### config.mk
export PLATFORM = sky130hd
export DESIGN_NAME = lcd_char_writer_flat
export DESIGN_NICKNAME = d
export VERILOG_FILES = /design/src/rtl/lcd_char_writer_if.sv /design/src/rtl/lcd_char_writer.sv /design/src/flat_wrapper.sv
export SDC_FILE = /design/constraint.sdc
export NUM_CORES = 1
export LEC_CHECK = 0
export ABC_AREA = 0
export ABC_CLOCK_PERIOD_IN_PS = 7000
export CORE_MARGIN = 10
export CORE_UTILIZATION = 55
export CTS_CLUSTER_SIZE = 28
export DETAILED_ROUTE_END_ITERATION = 16
export DONT_BUFFER_PORTS = 1
export PLACE_DENSITY = 0.79
export SLEW_MARGIN = 25
export SYNTH_ARGS = -nofsm -noshare
export SYNTH_HDL_FRONTEND = slang
export SYNTH_SLANG_ARGS = --single-unit
### constraint.sdc
create_clock -name sysclk -period 7 [get_ports sysclk]
set_clock_uncertainty 0.1 [all_clocks]
set_input_delay 1.75 -clock sysclk [delete_from_list [all_inputs] [get_ports sysclk]]
set_output_delay 1.75 -clock sysclk [all_outputs]
set_load 0.05 [all_outputs]
### src/rtl/lcd_char_writer_if.sv
// ---------------------------------------------------------------------------
// lcd_char_writer_if
// Bundles the front-end inputs (switch character plus four debounced button
// levels) and the HD44780 parallel bus and status outputs of lcd_char_writer.
//   char_in      8  ASCII character from the switches
//   next_letter  1  level, rising edge writes char_in
//   next_word    1  level, rising edge writes a space
//   clear        1  level, rising edge clears display and unlocks
//   done         1  level, rising edge locks entry
//   lcd_rs       1  0 = command, 1 = data
//   lcd_e        1  LCD enable strobe
//   lcd_d        8  LCD data bus
//   busy         1  init or write in progress
//   col          4  next cursor column
//   line         1  next cursor line
//   locked       1  entry locked since last clear
// master: the front end / bench side. slave: the writer.
// ---------------------------------------------------------------------------
interface lcd_char_writer_if;
  logic [7:0] char_in;
  logic       next_letter;
  logic       next_word;
  logic       clear;
  logic       done;
  logic       lcd_rs;
  logic       lcd_e;
  logic [7:0] lcd_d;
  logic       busy;
  logic [3:0] col;
  logic       line;
  logic       locked;

  modport master (
    output char_in, next_letter, next_word, clear, done,
    input  lcd_rs, lcd_e, lcd_d, busy, col, line, locked
  );

  modport slave (
    input  char_in, next_letter, next_word, clear, done,
    output lcd_rs, lcd_e, lcd_d, busy, col, line, locked
  );
endinterface

### src/rtl/lcd_char_writer.sv
// ---------------------------------------------------------------------------
// lcd_char_writer
// Drives an HD44780-compatible 16x2 LCD over an 8-bit parallel bus. After
// reset it waits T_PWR cycles, then issues the init commands 0x38, 0x0C,
// 0x01, 0x06. In IDLE it turns rising edges of the four button levels into
// data writes (letter / space), a clear command, or an entry lock, and keeps
// the cursor position, issuing a DDRAM address command when a line fills.
//
// Every bus write is SETUP (1 cycle, rs/d driven), PULSE (E_CYC cycles,
// lcd_e high), HOLD (1 cycle), WAIT (T_CMD, or T_CLR for command 0x01).
// INIT and WRAP act as the SETUP cycle for init and address commands.
//
// Ports:
//   sysclk  in   system clock, rising edge
//   rst     in   synchronous active-high reset
//   bus     slave modport of lcd_char_writer_if (see interface header)
// ---------------------------------------------------------------------------
module lcd_char_writer #(
  parameter int E_CYC = 12,
  parameter int T_CMD = 600,
  parameter int T_CLR = 24000,
  parameter int T_PWR = 240000
) (
  input  logic               sysclk,
  input  logic               rst,
  lcd_char_writer_if.slave   bus
);

  localparam int MAX_A = (T_PWR > T_CLR) ? T_PWR : T_CLR;
  localparam int MAX_B = (T_CMD > E_CYC) ? T_CMD : E_CYC;
  localparam int MAX_C = (MAX_A > MAX_B) ? MAX_A : MAX_B;
  localparam int CNT_W = $clog2(MAX_C + 1);

  typedef enum logic [2:0] {
    S_PWR_WAIT,
    S_INIT,
    S_IDLE,
    S_SETUP,
    S_PULSE,
    S_HOLD,
    S_WAIT,
    S_WRAP
  } state_t;

  // What the write currently on the bus is for; decides where WAIT exits to.
  typedef enum logic [1:0] {
    K_INIT,
    K_CLR,
    K_DATA,
    K_WRAP
  } kind_t;

  state_t             r_state;
  state_t             w_next;
  logic [CNT_W-1:0]   r_cnt;
  kind_t              r_kind;
  logic [1:0]         r_init_idx;
  logic               r_rs;
  logic [7:0]         r_d;
  logic [3:0]         r_col;
  logic               r_line;
  logic               r_locked;

  logic               r_prev_nl;
  logic               r_prev_nw;
  logic               r_prev_clr;
  logic               r_prev_done;

  logic               w_edge_nl;
  logic               w_edge_nw;
  logic               w_edge_clr;
  logic               w_edge_done;
  logic               w_idle;
  logic               w_take_clr;
  logic               w_take_done;
  logic               w_take_word;
  logic               w_take_letter;
  logic               w_long_wait;
  logic               w_pwr_last;
  logic               w_pulse_last;
  logic               w_wait_last;
  logic               w_e;
  logic               w_busy;

  function automatic logic [7:0] init_cmd(input logic [1:0] idx);
    case (idx)
      2'd0:    init_cmd = 8'h38;
      2'd1:    init_cmd = 8'h0C;
      2'd2:    init_cmd = 8'h01;
      default: init_cmd = 8'h06;
    endcase
  endfunction

  // Edge-detect history loads the live levels even during reset, so a
  // button held through reset never looks like a fresh press.
  always_ff @(posedge sysclk) begin
    r_prev_nl   <= bus.next_letter;
    r_prev_nw   <= bus.next_word;
    r_prev_clr  <= bus.clear;
    r_prev_done <= bus.done;
  end

  assign w_edge_nl   = bus.next_letter & ~r_prev_nl;
  assign w_edge_nw   = bus.next_word   & ~r_prev_nw;
  assign w_edge_clr  = bus.clear       & ~r_prev_clr;
  assign w_edge_done = bus.done        & ~r_prev_done;

  // Priority clear > done > next_word > next_letter; only one event per cycle.
  assign w_idle        = (r_state == S_IDLE);
  assign w_take_clr    = w_idle & w_edge_clr;
  assign w_take_done   = w_idle & ~w_edge_clr & w_edge_done;
  assign w_take_word   = w_idle & ~w_edge_clr & ~w_edge_done & w_edge_nw & ~r_locked;
  assign w_take_letter = w_idle & ~w_edge_clr & ~w_edge_done & ~w_edge_nw
                         & w_edge_nl & ~r_locked;

  // Clear-display command needs the long settle time wherever it comes from.
  assign w_long_wait  = ~r_rs & (r_d == 8'h01);
  assign w_pwr_last   = (r_cnt == CNT_W'(T_PWR - 1));
  assign w_pulse_last = (r_cnt == CNT_W'(E_CYC - 1));
  assign w_wait_last  = w_long_wait ? (r_cnt == CNT_W'(T_CLR - 1))
                                    : (r_cnt == CNT_W'(T_CMD - 1));

  // State register
  always_ff @(posedge sysclk) begin
    if (rst) begin
      r_state <= S_PWR_WAIT;
    end else begin
      r_state <= w_next;
    end
  end

  // Next-state logic
  always_comb begin
    w_next = r_state;
    case (r_state)
      S_PWR_WAIT: if (w_pwr_last) w_next = S_INIT;
      S_INIT:     w_next = S_PULSE;
      S_IDLE:     if (w_take_clr | w_take_word | w_take_letter) w_next = S_SETUP;
      S_SETUP:    w_next = S_PULSE;
      S_WRAP:     w_next = S_PULSE;
      S_PULSE:    if (w_pulse_last) w_next = S_HOLD;
      S_HOLD:     w_next = S_WAIT;
      S_WAIT: begin
        if (w_wait_last) begin
          case (r_kind)
            K_INIT:  w_next = (r_init_idx == 2'd3) ? S_IDLE : S_INIT;
            K_DATA:  w_next = (r_col == 4'd15) ? S_WRAP : S_IDLE;
            default: w_next = S_IDLE;
          endcase
        end
      end
      default:    w_next = S_PWR_WAIT;
    endcase
  end

  // Output logic
  always_comb begin
    w_e    = 1'b0;
    w_busy = 1'b1;
    case (r_state)
      S_PULSE: w_e    = 1'b1;
      S_IDLE:  w_busy = 1'b0;
      default: begin
        w_e    = 1'b0;
        w_busy = 1'b1;
      end
    endcase
  end

  // Timer, bus registers and cursor tracking
  always_ff @(posedge sysclk) begin
    if (rst) begin
      r_cnt      <= '0;
      r_kind     <= K_INIT;
      r_init_idx <= 2'd0;
      r_rs       <= 1'b0;
      r_d        <= 8'h00;
      r_col      <= 4'd0;
      r_line     <= 1'b0;
      r_locked   <= 1'b0;
    end else begin
      // Each timed state starts counting from zero on entry.
      if (w_next != r_state) begin
        r_cnt <= '0;
      end else if (r_state != S_IDLE) begin
        r_cnt <= r_cnt + CNT_W'(1);
      end

      if (r_state == S_PWR_WAIT && w_next == S_INIT) begin
        r_rs       <= 1'b0;
        r_d        <= init_cmd(2'd0);
        r_kind     <= K_INIT;
        r_init_idx <= 2'd0;
      end

      if (r_state == S_WAIT && w_next == S_INIT) begin
        r_d        <= init_cmd(r_init_idx + 2'd1);
        r_init_idx <= r_init_idx + 2'd1;
      end

      if (w_take_clr) begin
        r_rs     <= 1'b0;
        r_d      <= 8'h01;
        r_kind   <= K_CLR;
        r_locked <= 1'b0;
      end

      if (w_take_done) begin
        r_locked <= 1'b1;
      end

      if (w_take_word) begin
        r_rs   <= 1'b1;
        r_d    <= 8'h20;
        r_kind <= K_DATA;
      end

      // char_in is sampled only here, so later switch moves cannot leak
      // into the write already on the bus.
      if (w_take_letter) begin
        r_rs   <= 1'b1;
        r_d    <= bus.char_in;
        r_kind <= K_DATA;
      end

      // Column 15 just written: move the DDRAM address to the other line.
      if (r_state == S_WAIT && w_next == S_WRAP) begin
        r_rs   <= 1'b0;
        r_d    <= r_line ? 8'h80 : 8'hC0;
        r_kind <= K_WRAP;
      end

      // Cursor only moves once the whole write (including any wrap) is done.
      if (r_state == S_WAIT && w_next == S_IDLE) begin
        case (r_kind)
          K_DATA: r_col <= r_col + 4'd1;
          K_WRAP: begin
            r_col  <= 4'd0;
            r_line <= ~r_line;
          end
          default: begin
            r_col  <= 4'd0;
            r_line <= 1'b0;
          end
        endcase
      end
    end
  end

  assign bus.lcd_rs = r_rs;
  assign bus.lcd_e  = w_e;
  assign bus.lcd_d  = r_d;
  assign bus.busy   = w_busy;
  assign bus.col    = r_col;
  assign bus.line   = r_line;
  assign bus.locked = r_locked;

endmodule

### src/flat_wrapper.sv
// flat-port wrapper written by rule: the top's interface ports become plain ports
module lcd_char_writer_flat 
#(
  parameter int E_CYC = 12,
  parameter int T_CMD = 600,
  parameter int T_CLR = 24000,
  parameter int T_PWR = 240000
)
  (sysclk, rst, bus_char_in, bus_next_letter, bus_next_word, bus_clear, bus_done, bus_lcd_rs, bus_lcd_e, bus_lcd_d, bus_busy, bus_col, bus_line, bus_locked);
  lcd_char_writer_if bus_i ();
  input  logic sysclk;
  input  logic rst;
  input wire logic [$bits(bus_i.char_in)-1:0] bus_char_in;
  input wire logic [$bits(bus_i.next_letter)-1:0] bus_next_letter;
  input wire logic [$bits(bus_i.next_word)-1:0] bus_next_word;
  input wire logic [$bits(bus_i.clear)-1:0] bus_clear;
  input wire logic [$bits(bus_i.done)-1:0] bus_done;
  output wire logic [$bits(bus_i.lcd_rs)-1:0] bus_lcd_rs;
  output wire logic [$bits(bus_i.lcd_e)-1:0] bus_lcd_e;
  output wire logic [$bits(bus_i.lcd_d)-1:0] bus_lcd_d;
  output wire logic [$bits(bus_i.busy)-1:0] bus_busy;
  output wire logic [$bits(bus_i.col)-1:0] bus_col;
  output wire logic [$bits(bus_i.line)-1:0] bus_line;
  output wire logic [$bits(bus_i.locked)-1:0] bus_locked;
  assign bus_i.char_in = bus_char_in;
  assign bus_i.next_letter = bus_next_letter;
  assign bus_i.next_word = bus_next_word;
  assign bus_i.clear = bus_clear;
  assign bus_i.done = bus_done;
  assign bus_lcd_rs = bus_i.lcd_rs;
  assign bus_lcd_e = bus_i.lcd_e;
  assign bus_lcd_d = bus_i.lcd_d;
  assign bus_busy = bus_i.busy;
  assign bus_col = bus_i.col;
  assign bus_line = bus_i.line;
  assign bus_locked = bus_i.locked;
  lcd_char_writer #(.E_CYC(E_CYC), .T_CMD(T_CMD), .T_CLR(T_CLR), .T_PWR(T_PWR)) u_core (.sysclk(sysclk), .rst(rst), .bus(bus_i));
endmodule
### Word-level counts from Yosys, hierarchy flattened

Index checks and enable logic that the tools add are counted.

* output and inout bits: 17
* logic and storage cells: 115
* bits in registers: 44

* bitwise operators: 27
* mux-type cells: 33
* reductions and logical operators: 16
* add/subtract/negate cells: 3
* equal/unequal tests: 23

Operators by type and width (number)
* 8-bit two-way mux: 6
* 18-bit by 1-bit adder with 18-bit output (second input constant): 1
* 18-bit by 10-bit == test with 1-bit output (second input constant): 1
* 18-bit by 15-bit == test with 1-bit output (second input constant): 1
* 18-bit == test (second input constant): 1
* 18-bit by 4-bit == test with 1-bit output (second input constant): 1
* 3-bit one-hot mux with 6 select lines: 1
* 6-bit one-hot mux with 3 select lines: 1
* 3-bit == test (second input constant): 5
* 3-bit two-way mux: 5
* 1-bit bitwise AND: 14
* 2-bit two-way mux: 7
* 1-bit NOT: 11
* 3-bit by 2-bit == test with 1-bit output (second input constant): 3
* 1-bit two-way mux: 9
* 2-bit == test (second input constant): 4
* 8-bit by 1-bit == test with 1-bit output (second input constant): 1
* 7-bit two-way mux: 1
* 3-bit by 1-bit == test with 1-bit output (second input constant): 2
* 3-bit one-hot mux with 2 select lines: 1
* 6-bit nonzero test: 1
* 5-bit nonzero test: 1
* 4-bit by 1-bit adder with 4-bit output (second input constant): 1
* 4-bit == test (second input constant): 1
* other kinds (15): 22

### Depth between registers and ports, before layout

Gate-level depths: netlist of the first run.

* word-level depth: 19
* mapped depth: 8
* gate-level depth less buffers: 7

### Least setup slack after synthesis of the first run

Ideal clock, no wire load.

* path kind: flip-flop to output port
* start point: reg u_core.r_state[2]
* end point: out bus_lcd_e
* cell stages (with the launch flop): 3
* buffers on the path: 1
* path slack: 3385 ps
* required time: 5150 ps
* data arrival time: 1765 ps
* path through: dfxtp_1 clkbuf_1 nor3b_1

* word-level cells in the longest chain between the ends: 2

Ends and longest elaborated chain
* from (decl): line lcd_char_writer.sv:53 `state_t r_state;`
* from (signal assigned): line lcd_char_writer.sv:128 `r_state <= w_next;`
* 3-bit == test: line lcd_char_writer.sv:160 `case (r_state)`
* 1-bit two-way mux: line lcd_char_writer.sv:160
* to (decl): line flat_wrapper.sv:19 `output wire logic [$bits(bus_i.lcd_e)-1:0] bus_lcd_e;`

Every way passes these cells.

### Final worst setup path of the first run

* start point: reg u_core.r_state[1]
* end point: out bus_busy

* word-level cells in the longest chain between the ends: 2

Ends and longest elaborated chain
* 3-bit by 2-bit == test with 1-bit output: line lcd_char_writer.sv:160
* 1-bit two-way mux: line lcd_char_writer.sv:160
* to (decl): line flat_wrapper.sv:21 `output wire logic [$bits(bus_i.busy)-1:0] bus_busy;`

Every way passes these cells.

==> results of run 1 <==
==> final cells by class <==
cell class                      instances  share of cell area
Sequential cell                        44              0.3663
Multi-Input combinational cell        203              0.5473
Clock buffer                            7             0.04006
Inverter                                5            0.007804
Tap cell                               50             0.02601
Clock inverter                          1             0.01249
==> worst register-to-register path, stage by stage, from the launching register on <==
cell	delay [ns]
dfxtp_1	0.37
or4_4	0.56
nor4_1	0.39
mux2_2	0.38
nand3_1	0.13
a21oi_2	0.68
nor3_1	0.16
==> cell usage after synthesis, types with 4 or more instances <==
library cell	count
dfxtp_1	44
nand2_1	26
nor3_1	26
a21oi_1	14
nor2_1	14
clkbuf_1	12
xor2_1	12
nand4_1	11
nand3_1	10
nand2b_1	7
a31oi_1	6
nor4_1	6
ha_1	5
inv_1	5
xnor2_1	5
and3_1	4
nor2b_1	4
==> through the flow <==
| stage | area [µm²] | setup slack (ns) | util | power (µW) | hold slack (ns) |
|---|---|---|---|---|---|
| finish | 2405 | 3.520 | 0.6012 | 481.6 | 0.4080 |
| global route | 2405 | 3.432 | 0.6012 | 494.4 | 0.4716 |
| CTS | 2405 | 3.518 | 0.6012 | 483.3 | 0.4086 |
| detailed placement | 2278 | 3.507 | 0.5696 | 273.6 | 0.3947 |
| global placement | 2278 | 3.545 | 0.5696 | 273.0 | 0.3876 |
| floorplan | 2280 | 3.385 | - | 272.4 | 0.3703 |
==> report_power, final <==
group | switching (µW) | leakage (µW) | internal (µW)
Sequential | 2.48 | 0.000356 | 253
Combinational | 7.67 | 0.000458 | 4.63
Clock | 87.9 | 0.0000645 | 126
Total | 98.1 | 0.000879 | 384
==> state kept, by name, summed over array words and instances (netlist names), 2 cells and up <==
register and count:
u_core.bus.lcd_d 8, u_core.bus.col 4, u_core.r_kind 2, u_core.r_init_idx 2, u_core.r_state 3, u_core.r_cnt 18
==> final timing paths <==
| kind | end | from | cells past startpoint |
|---|---|---|---|
| min | u_core.r_init_idx[0]$_SDFFE_PP0P_ | u_core.r_init_idx[0]$_SDFFE_PP0P_ | 2 |
| min reg2reg | u_core.r_init_idx[0]$_SDFFE_PP0P_ | u_core.r_init_idx[0]$_SDFFE_PP0P_ | 2 |
| max reg2reg | u_core.r_cnt[4]$_SDFFE_PP0N_ | u_core.r_cnt[7]$_SDFFE_PP0N_ | 6 |
| max | bus_busy | u_core.r_state[1]$_SDFF_PP0_ | 1 |
==> layer usage <==
metal	part of all wire	wire (µm)	up-vias
li1	-	-	963
met1	0.44	2306	921
met2	0.47	2460	45
met3	0.069	361	10
met4	0.021	110	0
met5	0	0	-
==> kinds of logic after synthesis <==
family,after synthesis,synth area share
simple gates,131,0.3183
flops,44,0.3864
xor+xnor,17,0.06531
mux,4,0.01811
compound gates,46,0.1460
buf+inv,20,0.03842
fa+ha+maj,5,0.02744
==> impl_metrics.json, run 1 <==
{
  "first_iter_violations": 123,
  "gr-usage-met2": 0.2393,
  "holdBufCountCts": 0,
  "clock_latency_ns": 0.30,
  "rows": 23,
  "first_global_vias": 1911,
  "top_usage_layer": "met2",
  "crit_buf_inv": 0,
  "antenna_found_initial": 0,
  "vias": 1939,
  "die_w_um": 84.38,
  "postCtsSetupRepairBufs": 0,
  "setup_viol": 0,
  "grt_max_degree": 22,
  "synth_area_leaders": "dfxtp_1, nor3_1, xor2_1",
  "h-tree-depth": 2,
  "use_met1": 0.1747,
  "syn_avg_cell_area_um2": 8.538,
  "tightest_slew_ns": 0.8492,
  "final_cell_mix": "dfxtp_1, nand2_1, nor3_1",
  "cts.sinks": 44,
  "dieHeight_um": 84.38,
  "antenna_cells": 0,
  "ys_ff_latch": 44,
  "route.detailed.drc": 0,
  "dp_hpwl_um": 3767,
  "gr-total-overflow": 0,
  "synth_top_area_cell": "dfxtp_1",
  "globalRouteMet3Util": 0.05314,
  "period_minus_slack_ns": 3.480,
  "fillers": 359,
  "power.leakage_uw": 0.0008787,
  "tns_ns": 0,
  "drv_cap": 0,
  "cts_tree": "built",
  "coreArea_um2": 4000,
  "root_buffer": "clkbuf_8",
  "relSlewSlack": 0.4314,
  "regArea_um2": 880.8,
  "fmax_mhz": 287.4,
  "critPathTopFamily": "simple AND/OR/NAND/NOR gates",
  "status": "completed",
  "cp_slowest_cell": "or3b_2",
  "grt_use_total": 0.1493,
  "dp_cells": 302,
  "max_stage_delay_ns": 0.77,
  "path_max_fanout": 13,
  "crit_path_end_kind": "output pin",
  "finalCritPeriodShare": 0.4972,
  "powerDensity_nw_per_um2": 200.3,
  "finalHoldViolCount": 0,
  "drv_slew": 0,
  "critPathKind": "reg2out",
  "fin_cells": 310,
  "min_path_type": "reg2reg",
  "cp.required_ns": 5.15,
  "start_util": 0.5699,
  "async_reset_ff_frac": 0,
  "area_delta_synth_final_pct": 5.489,
  "multi_input_area_um2": 1316,
  "routedWlPerCell_um": 16.90,
  "dieArea_um2": 7120,
  "path_cells": "or3b_2",
  "yosysTopAreaCellShare": 0.3864,
  "synth_edf_count": 0,
  "first_pass_iters": 4,
  "final_common_cell": "dfxtp_1",
  "postSynth.topFlopCell": "dfxtp_1",
  "routed_wl_um": 5238,
  "ant_nets": 0,
  "ys_seq_area_frac": 0.3864,
  "ys_warn_count": 0,
  "syn_area_um2": 2280,
  "cts_inserted_buffers": 5,
  "ir_worst_vdd_mv": 0.1259,
  "syn_inst": 267,
  "io_pins": 31,
  "num-nets-final": 278,
  "reg2reg_setup_slack_ns": 4.08,
  "cp-start-kind": "register",
  "io_buffers": 0,
  "drive_above_1_share": 0.08077,
  "cts_resized": 0,
  "clkTransAtPathRegs_ns": 0.08,
  "synth.distinct_cells": 55,
  "arrival_ns": 1.63,
  "clockBufferDepth": 2,
  "mappedNetlistNets": 286,
  "viasPerCell": 6.255,
  "place.gp.congestion": 0.8193,
  "rsz0062_at_grt": "false",
  "grt_pass1_wl_um": 9128
}
Note: power is estimated with default switching activity, not from simulation.
==> run 2: changes to the inputs <==
--- a/config.mk
+++ b/config.mk
@@ -6,13 +6,13 @@
 export NUM_CORES = 1
 export LEC_CHECK = 0
 export ABC_AREA = 0
-export ABC_CLOCK_PERIOD_IN_PS = 7000
+export ABC_CLOCK_PERIOD_IN_PS = 2850
 export CORE_MARGIN = 10
 export CORE_UTILIZATION = 55
 export CTS_CLUSTER_SIZE = 28
 export DETAILED_ROUTE_END_ITERATION = 16
 export DONT_BUFFER_PORTS = 1
-export PLACE_DENSITY = 0.79
+export PLACE_DENSITY = 0.82
 export SLEW_MARGIN = 25
 export SYNTH_ARGS = -nofsm -noshare
 export SYNTH_HDL_FRONTEND = slang
==> constraint.sdc (replaced) <==
create_clock -name sysclk -period 2.85 [get_ports sysclk]
set_clock_uncertainty 0.1 [all_clocks]
set_input_delay 0.7125 -clock sysclk [delete_from_list [all_inputs] [get_ports sysclk]]
set_output_delay 0.7125 -clock sysclk [all_outputs]
set_load 0.05 [all_outputs]
==> run 2 against run 1 <==
Net effect:
- flip-flop and latch count stayed put
- utilization is 3.0 points higher
- sequential share of layout area is 1.8 points lower
- critical path depth is 5 higher
- setup slack worse by 3.3 ns
- register-to-register slack worse by 3.9 ns
- clock power is 86% higher
- critical path type is now reg2reg
==> impl_metrics.json, run 2 (synthesized netlist as in run 1, its figures left out) <==
{
  "relSlewSlack": 0.6090,
  "dp_slack_ns": 0.2051,
  "period_minus_slack_ns": 2.658,
  "first_pass_iters": 4,
  "io_buffers": 0,
  "power_uw": 1059,
  "first_iter_violations": 161,
  "crit_path_frequent_cell": "or4_4",
  "fin_hold_ws_ns": 0.3406,
  "final_common_cell": "dfxtp_1",
  "ir_worst_vdd_mv": 0.3384,
  "coreArea_um2": 4000,
  "final.setup.worst_slack_ns": 0.1916,
  "postCtsSetupRepairBufs": 0,
  "vias": 2054,
  "io_pins": 31,
  "largest_register": "u_core.r_cnt",
  "dieArea_um2": 7120,
  "gr-total-overflow": 0,
  "powerDensity_nw_per_um2": 419.0,
  "fmax_mhz": 376.2,
  "cp_slowest_cell": "or4_4",
  "rsz0062_at_grt": "false",
  "route.detailed.drc": 0,
  "grt_pass1_wl_um": 9584,
  "viasPerCell": 6.205,
  "max_stage_delay_ns": 0.56,
  "path_cells": "or4_4, or4_4, or4_4, o31a_4, and3_4, a31o_1",
  "final_cell_mix": "dfxtp_1, nand2_1, nor3_1",
  "area_delta_synth_final_pct": 10.81,
  "finalCritPeriodShare": 0.9328,
  "drv_slew": 0,
  "min_path_type": "in2reg",
  "first_global_vias": 1988,
  "grt_use_total": 0.1575,
  "dieHeight_um": 84.38,
  "dp_hpwl_um": 4126,
  "grt_max_degree": 22,
  "min-delay-start": "bus_done",
  "fillers": 341,
  "p_clk_frac": 0.376,
  "antenna_cells": 0,
  "routed_wl_um": 5545,
  "finalHoldViolCount": 0,
  "drv_cap": 0,
  "cp-start-kind": "register",
  "crit_path_end_kind": "register",
  "cts_tree": "built",
  "power.leakage_uw": 0.0009705,
  "status": "completed",
  "ant_nets": 0,
  "tightest_slew_ns": 0.5857,
  "clock_latency_ns": 0.30,
  "tns_ns": 0,
  "rr_startpoint": "u_core.r_cnt[7]$_SDFFE_PP0N_",
  "die_w_um": 84.38,
  "holdBufCountCts": 0,
  "antenna_found_initial": 0,
  "cts.sinks": 44,
  "swShare": 0.2138,
  "num-nets-final": 299,
  "cp.required_ns": 2.94,
  "path_max_fanout": 6,
  "pwr-share-seq": 0.593,
  "start_util": 0.5699,
  "p_switching_uw": 226.3,
  "critPathKind": "reg2reg",
  "p_comb_frac": 0.031,
  "h-tree-depth": 2,
  "root_buffer": "clkbuf_8",
  "cp-startpoint": "u_core.r_cnt[7]$_SDFFE_PP0N_",
  "cts_resized": 0,
  "place.gp.congestion": 0.9014,
  "drive_above_1_share": 0.1423,
  "clockBufferDepth": 2,
  "routedWlPerCell_um": 16.75,
  "arrival_ns": 2.75,
  "regArea_um2": 880.8,
  "largest_reg_flops": 18,
  "cts_inserted_buffers": 5,
  "clkTransAtPathRegs_ns": 0.08,
  "rows": 23,
  "multi_input_area_um2": 1316,
  "intPower_uw": 832.2,
  "setup_viol": 0
}
-- run 2: area by class of cell --
type / instances / share of cell area
clock buffers: 8 / 0.03566
inverters: 5 / 0.007429
multi-input cells: 203 / 0.5210
flip-flops and latches: 44 / 0.3487
well taps: 50 / 0.02476
repair buffers: 21 / 0.06241
-- run 2: per-layer routing --
| metal | vias up | GRT usage | part of all wire |
|---|---|---|---|
| met1 | 959 | 0.1914 | 0.44 |
| met4 | 0 | 0.06138 | 0.021 |
| met2 | 73 | 0.2524 | 0.46 |
| li1 | 1009 | - | - |
| met5 | - | 0 | 0 |
| met3 | 13 | 0.05024 | 0.077 |
-- run 2: metrics by stage --
step	std cells	utilization	cell area (µm²)
2_1_floorplan	267	-	2280
3_3_place_gp	323	0.6090	2436
3_5_place_dp	323	0.6090	2436
5_1_grt	331	0.6315	2526
6_report	331	0.6315	2526
4_1_cts	331	0.6315	2526
-- run 2: path summary, 6_finish.rpt --
kind	cells past startpoint	slack [ns]	end
hold / removal	0	0.34	u_core.r_prev_done$_DFF_P_
setup reg to reg	6	0.19	u_core.bus.lcd_d[0]$_SDFFE_PP0P_
hold reg to reg	2	0.41	u_core.r_kind[1]$_SDFFE_PP0P_
setup / recovery	6	0.19	u_core.bus.lcd_d[0]$_SDFFE_PP0P_
-- run 2: power groups by stage --
stage / registers (µW) / clock network [µW] / logic (µW)
after floorplan: 639 / 0 / 30.1
after global placement: 641 / 0 / 31.7
after detailed placement: 642 / 0 / 32.5
after CTS: 627 / 412 / 32.7
after global routing: 629 / 437 / 36.9
final: 628 / 398 / 32.7
-- run 2: critical path: cells and delay by family (launching register included) --
family / cells / cell delay (ns)
and+or+nand+nor: 4 / 1.74
AOI/OAI and AO/OA: 2 / 0.35
DFF: 1 / 0.37
